File: src/rtl/pulse_period_meter.sv
// pulse_period_meter: measures rise-to-rise period and high time of sig_in in
// clk cycles. Each completed measurement is offered on a valid/ready output
// with a saturation flag; a result that cannot be delivered sets sticky overrun.
module pulse_period_meter #(
  parameter int CNT_W   = 8,
  parameter bit SYNC_EN = 1'b1
) (
  input  logic             clk,
  input  logic             rst_n,
  input  logic             sig_in,
  input  logic             clr,
  output logic [CNT_W-1:0] meas_period,
  output logic [CNT_W-1:0] meas_high,
  output logic             meas_sat,
  output logic             meas_valid,
  input  logic             meas_ready,
  output logic             overrun
);

  localparam logic [CNT_W-1:0] CNT_MAX = '1;

  typedef enum logic [1:0] {IDLE, HIGH, LOW} state_t;

  state_t           state;
  logic [CNT_W-1:0] pcnt;
  logic [CNT_W-1:0] hcnt;
  logic [CNT_W-1:0] pcnt_nxt;
  logic [CNT_W-1:0] hcnt_nxt;
  logic             sat;
  logic             sat_nxt;
  logic             s;
  logic             s_d;
  logic             rise;
  logic             fall;
  logic             complete;

  // Increment that sticks at full scale instead of wrapping.
  function automatic logic [CNT_W-1:0] sat_inc(input logic [CNT_W-1:0] v);
    return (v == CNT_MAX) ? v : v + CNT_W'(1);
  endfunction

  generate
    if (SYNC_EN) begin : g_sync
      logic sync1;
      logic sync2;
      // Two-flop synchroniser for an asynchronous sig_in.
      always_ff @(posedge clk or negedge rst_n) begin
        if (!rst_n) begin
          sync1 <= 1'b0;
          sync2 <= 1'b0;
        end else begin
          sync1 <= sig_in;
          sync2 <= sync1;
        end
      end
      assign s = sync2;
    end else begin : g_nosync
      assign s = sig_in;
    end
  endgenerate

  // Delayed copy of the synchronised signal for edge detection.
  always_ff @(posedge clk or negedge rst_n) begin
    if (!rst_n) s_d <= 1'b0;
    else        s_d <= s;
  end

  assign rise     = s & ~s_d;
  assign fall     = ~s & s_d;
  assign complete = rise && (state == LOW);

  // Next counter values; a rise restarts both counts at 1, high count freezes on the fall cycle.
  always_comb begin
    pcnt_nxt = pcnt;
    hcnt_nxt = hcnt;
    if (rise) begin
      pcnt_nxt = CNT_W'(1);
      hcnt_nxt = CNT_W'(1);
    end else begin
      case (state)
        HIGH: begin
          pcnt_nxt = sat_inc(pcnt);
          if (!fall) hcnt_nxt = sat_inc(hcnt);
        end
        LOW:     pcnt_nxt = sat_inc(pcnt);
        default: ;
      endcase
    end
    sat_nxt = rise ? 1'b0 : (sat | (pcnt_nxt == CNT_MAX) | (hcnt_nxt == CNT_MAX));
  end

  // FSM, counters and result handshake; clr overrides everything except the data fields.
  always_ff @(posedge clk or negedge rst_n) begin
    if (!rst_n) begin
      state       <= IDLE;
      pcnt        <= '0;
      hcnt        <= '0;
      sat         <= 1'b0;
      meas_period <= '0;
      meas_high   <= '0;
      meas_sat    <= 1'b0;
      meas_valid  <= 1'b0;
      overrun     <= 1'b0;
    end else if (clr) begin
      state      <= IDLE;
      pcnt       <= '0;
      hcnt       <= '0;
      sat        <= 1'b0;
      meas_valid <= 1'b0;
      overrun    <= 1'b0;
    end else begin
      pcnt <= pcnt_nxt;
      hcnt <= hcnt_nxt;
      sat  <= sat_nxt;
      case (state)
        IDLE:    if (rise) state <= HIGH;
        HIGH:    if (fall) state <= LOW;
        LOW:     if (rise) state <= HIGH;
        default: state <= IDLE;
      endcase
      if (complete) begin
        if (!meas_valid || meas_ready) begin
          meas_period <= pcnt;
          meas_high   <= hcnt;
          meas_sat    <= sat;
          meas_valid  <= 1'b1;
        end else begin
          overrun <= 1'b1;
        end
      end else if (meas_valid && meas_ready) begin
        meas_valid <= 1'b0;
      end
    end
  end

endmodule

File: config.mk
export PLATFORM = sky130hd
export DESIGN_NAME = pulse_period_meter
export DESIGN_NICKNAME = d
export VERILOG_FILES = /design/src/rtl/pulse_period_meter.sv
export SDC_FILE = /design/constraint.sdc
export NUM_CORES = 1
export LEC_CHECK = 0
export ABC_AREA = 1
export CORE_MARGIN = 5
export CORE_UTILIZATION = 50
export DETAILED_ROUTE_END_ITERATION = 8
export PLACE_DENSITY = 0.74
export SYNTH_ARGS = -nofsm -noshare
export SYNTH_HDL_FRONTEND = slang
export SYNTH_SLANG_ARGS = --single-unit
File: constraint.sdc
create_clock -name clk -period 1.87 [get_ports clk]
set_clock_uncertainty 0.2 [all_clocks]
set_input_delay 0.187 -clock clk [delete_from_list [all_inputs] [get_ports clk]]
set_output_delay 0.187 -clock clk [all_outputs]
set_load 0.05 [all_outputs]
==> reports/results.txt <==
Clock latency on the worst-skew pair: 290 ps
Layout cells sized above 1: 24.8%
DRC errors left: 0
R2r startpoint: state[1]$_DFFE_PN0P_
First-pass GRT wire length: 8390 microns
Period utilization: 99.8%
Syn_nets: 294
R2R setup slack: 4 ps
Ranking of synthesized cells by area: dfrtp_1, nand2_1, nor2_1
Dpl hpwl: 3510 microns
Worst Path Required: 1910 ps
Count of cell types in the netlist: 29
Critical Path Source Type: flop
Static leakage: 1.41 nW
Peak VDD IR: 0.749 mV
Cell Area, Synth: 2180 sq um
Tightest Pin Transition: 499 ps
Crit. End Element: flop
Final Worst Setup Slack: 3.63 ps
Sequential fraction of the synthesis area: 47.1%
Share of the synthesized area in the top cell type: 47.1%
# fillers: 361
Minimum clock period: 1870 ps
CTS Buffer Depth: 2
Top FF cell, synth: dfrtp_1
FF/Latch Area: 1030 sq um
Largest net degree at the start of global routing: 24
Hold Startpoint: sig_in
# Max-Cap Violations: 0
Multi-input gate area: 1040 sq um
Root Driver: clkbuf_8
Slew Limit Headroom: 66.7%
Critical path type: flop to flop
Endpoints failing hold: 0
DRT iter0 DRCs: 255
Status: finished, final reports clean
WHS Path Cells: 1
CTS tree: yes
Worst Path Arrival: 1900 ps
Initial core utilization: 50.7%
I/O pins: 24
FMAX: 0.536 GHz
Layout area overhead: 29.9%
Class of the worst hold path: input pin to flop
Antenna-violating nets left: 0
CTS Sinks: 41
Worst Reg-to-Reg Cells: 14
Vert. Die Dim: 76.0 microns
DIE WIDTH: 76.0 microns
Total Wirelength: 5050 microns
Asr flop ratio synth: 100%
Yosys reg bits: 41
DP Area: 2600 sq um
N_diodes: 0
Port buffer count: 23
Cell area after layout: 2830 sq um
Syn Area/Cell: 7.70 sq um
Row count: 24
Inserted Clock Buffers: 5
Slew Viols, Final: 0
GP Congestion: 0.868
Final core utilization: 65.9%
Initial DRT Pass Iterations: 5
Capturing point of the worst reg2reg path: sat$_DFF_PN0_
Core area: 4290 sq um
Clock transition at the registers of the reported paths: 70 ps
Htree depth: 2
Dpl ws: -37.5 ps
Initial antenna violation count: 0
Vias in the first global route: 1777
Yosys warnings: 0
Post-synth EDFFs: 0
Unrepaired setup endpoints after global routing: true
Crit path max fanout: 5
Wirelength per Cell: 13.0 microns
Avg Vias per Cell: 5.26
Setup Viol. Count Final: 0
PD cells: 1470 nW/um^2
Cells after Synth: 283
# nets final: 346
GRT Util Overall: 17.3%
Total grt overflow: 0
Hold path endpoint: g_sync.sync1$_DFF_PN0_
Cell taking the most area after synthesis: dfrtp_1
Total die area: 5780 sq um
Via count: 2034
-- registers in the layout, summed over array words and instances (netlist names) --
register,flops
overrun,1
g_sync.sync2,1
g_sync.sync1,1
pcnt,8
state,2
meas_high,8
sat,1
meas_period,8
meas_sat,1
meas_valid,1
s_d,1
hcnt,8
-- placed cells by master, fill, tap and decap left out, types with 2 or more instances in the layout --
cell type / count
nand2_1: 60
nor2_1: 42
dfrtp_1: 41
buf_4: 40
inv_1: 29
nand3_1: 18
a21oi_1: 16
nor3_1: 10
inv_2: 7
nor2_2: 6
nand4_1: 6
nand2_4: 5
o21ai_0: 5
clkbuf_8: 5
o21ai_1: 4
mux2_1: 4
clkdlybuf4s50_1: 4
ha_1: 3
buf_12: 3
nand2_2: 2
nor2_4: 2
a21oi_2: 2
a31oi_1: 2
clkinv_1: 2
ha_2: 2
-- metal layers --
metal | up-vias | part of all wire [%] | GRT usage [%]
li1 | 1007 | - | -
met1 | 921 | 45 | 25.6
met2 | 89 | 45 | 25.1
met3 | 17 | 8.3 | 4.49
met4 | 0 | 1.9 | 4.80
met5 | - | 0 | 0
-- cells in the mapped netlist (3+ instances only) --
cell     count
nand3_1     19
nor3_1      10
mux2_1       4
o21ai_1      4
inv_2        6
o21ai_0      5
inv_1       31
a21oi_1     16
nand2_2      3
nand4_1      6
nor2_1      48
dfrtp_1     41
ha_1         6
nand2_1     61
-- cell type report --
class | instances | share of cell area (%)
Clock inverter | 2 | 1.24
Clock buffer | 5 | 2.43
Timing Repair inverter | 1 | 0.265
Timing Repair Buffer | 51 | 15.5
Tap cell | 52 | 2.30
Inverter | 39 | 5.26
Multi-Input combinational cell | 196 | 36.7
Sequential cell | 41 | 36.3
-- where the power goes --
group          internal, mW  switching, mW  total (mW)
registers              1.13          0.175        1.31
logic                 0.822           1.35        2.18
clock network         0.388          0.295       0.683
-- kinds of logic after synthesis --
kind of cell	count (synthesis)	share of synthesized area (%)
mux	4	2.07
buf+inv	47	8.56
flops	41	47.1
fa+ha+maj	6	3.45
compound gates	31	7.75
simple gates	153	30.7
xor+xnor	1	0.402
-- how the worst max path moves through the flow --
stage | start | to | slack [ps] | depth (start not counted)
global placement | state[0]$_DFFE_PN0P_ | sat$_DFF_PN0_ | -10 | 12
detailed placement | state[0]$_DFFE_PN0P_ | sat$_DFF_PN0_ | -40 | 13
CTS | hcnt[0]$_DFF_PN0_ | sat$_DFF_PN0_ | 10 | 14
finish | state[1]$_DFFE_PN0P_ | sat$_DFF_PN0_ | 4 | 14
global route | state[0]$_DFFE_PN0P_ | sat$_DFF_PN0_ | -130 | 13
floorplan | state[0]$_DFFE_PN0P_ | sat$_DFF_PN0_ | 60 | 13
-- worst max-delay path: stages (launching register included) --
cell      delay, ps
dfrtp_1         390
inv_2            90
ha_2            210
nand2_4          80
inv_4           100
nand3_1          90
nand2_1          70
clkinv_1         70
nor2_1          100
nand2_1          60
nor2_1          120
nand2_1          70
nand3_1          60
nand2_1          50
inv_1            40
-- through the flow --
stage                     hold WS [ps]  std cells  power, mW  setup TNS [ps]
after global routing               129        387       4.47            -868
after detailed placement         -34.4        374       3.38           -37.5
after floorplan                   -309        283       2.65               0
after global placement           -43.1        374       3.33           -13.6
after CTS                          124        384       4.14               0
final                              132        387       4.17               0
-- what timing repair did --
| item | in CTS | in global routing |
|---|---|---|
| endpoints found under the setup margin | 1 | 19 |
| gates cloned | 0 | 2 |
| pin swaps | 1 | 6 |
| resized for setup | 4 | 17 |
| buffers inserted | 2 | 1 |
| hold buffers | 1 | 0 |
| endpoints found under the hold margin | 39 | 0 |
Note: power is estimated with default switching activity, not from simulation.
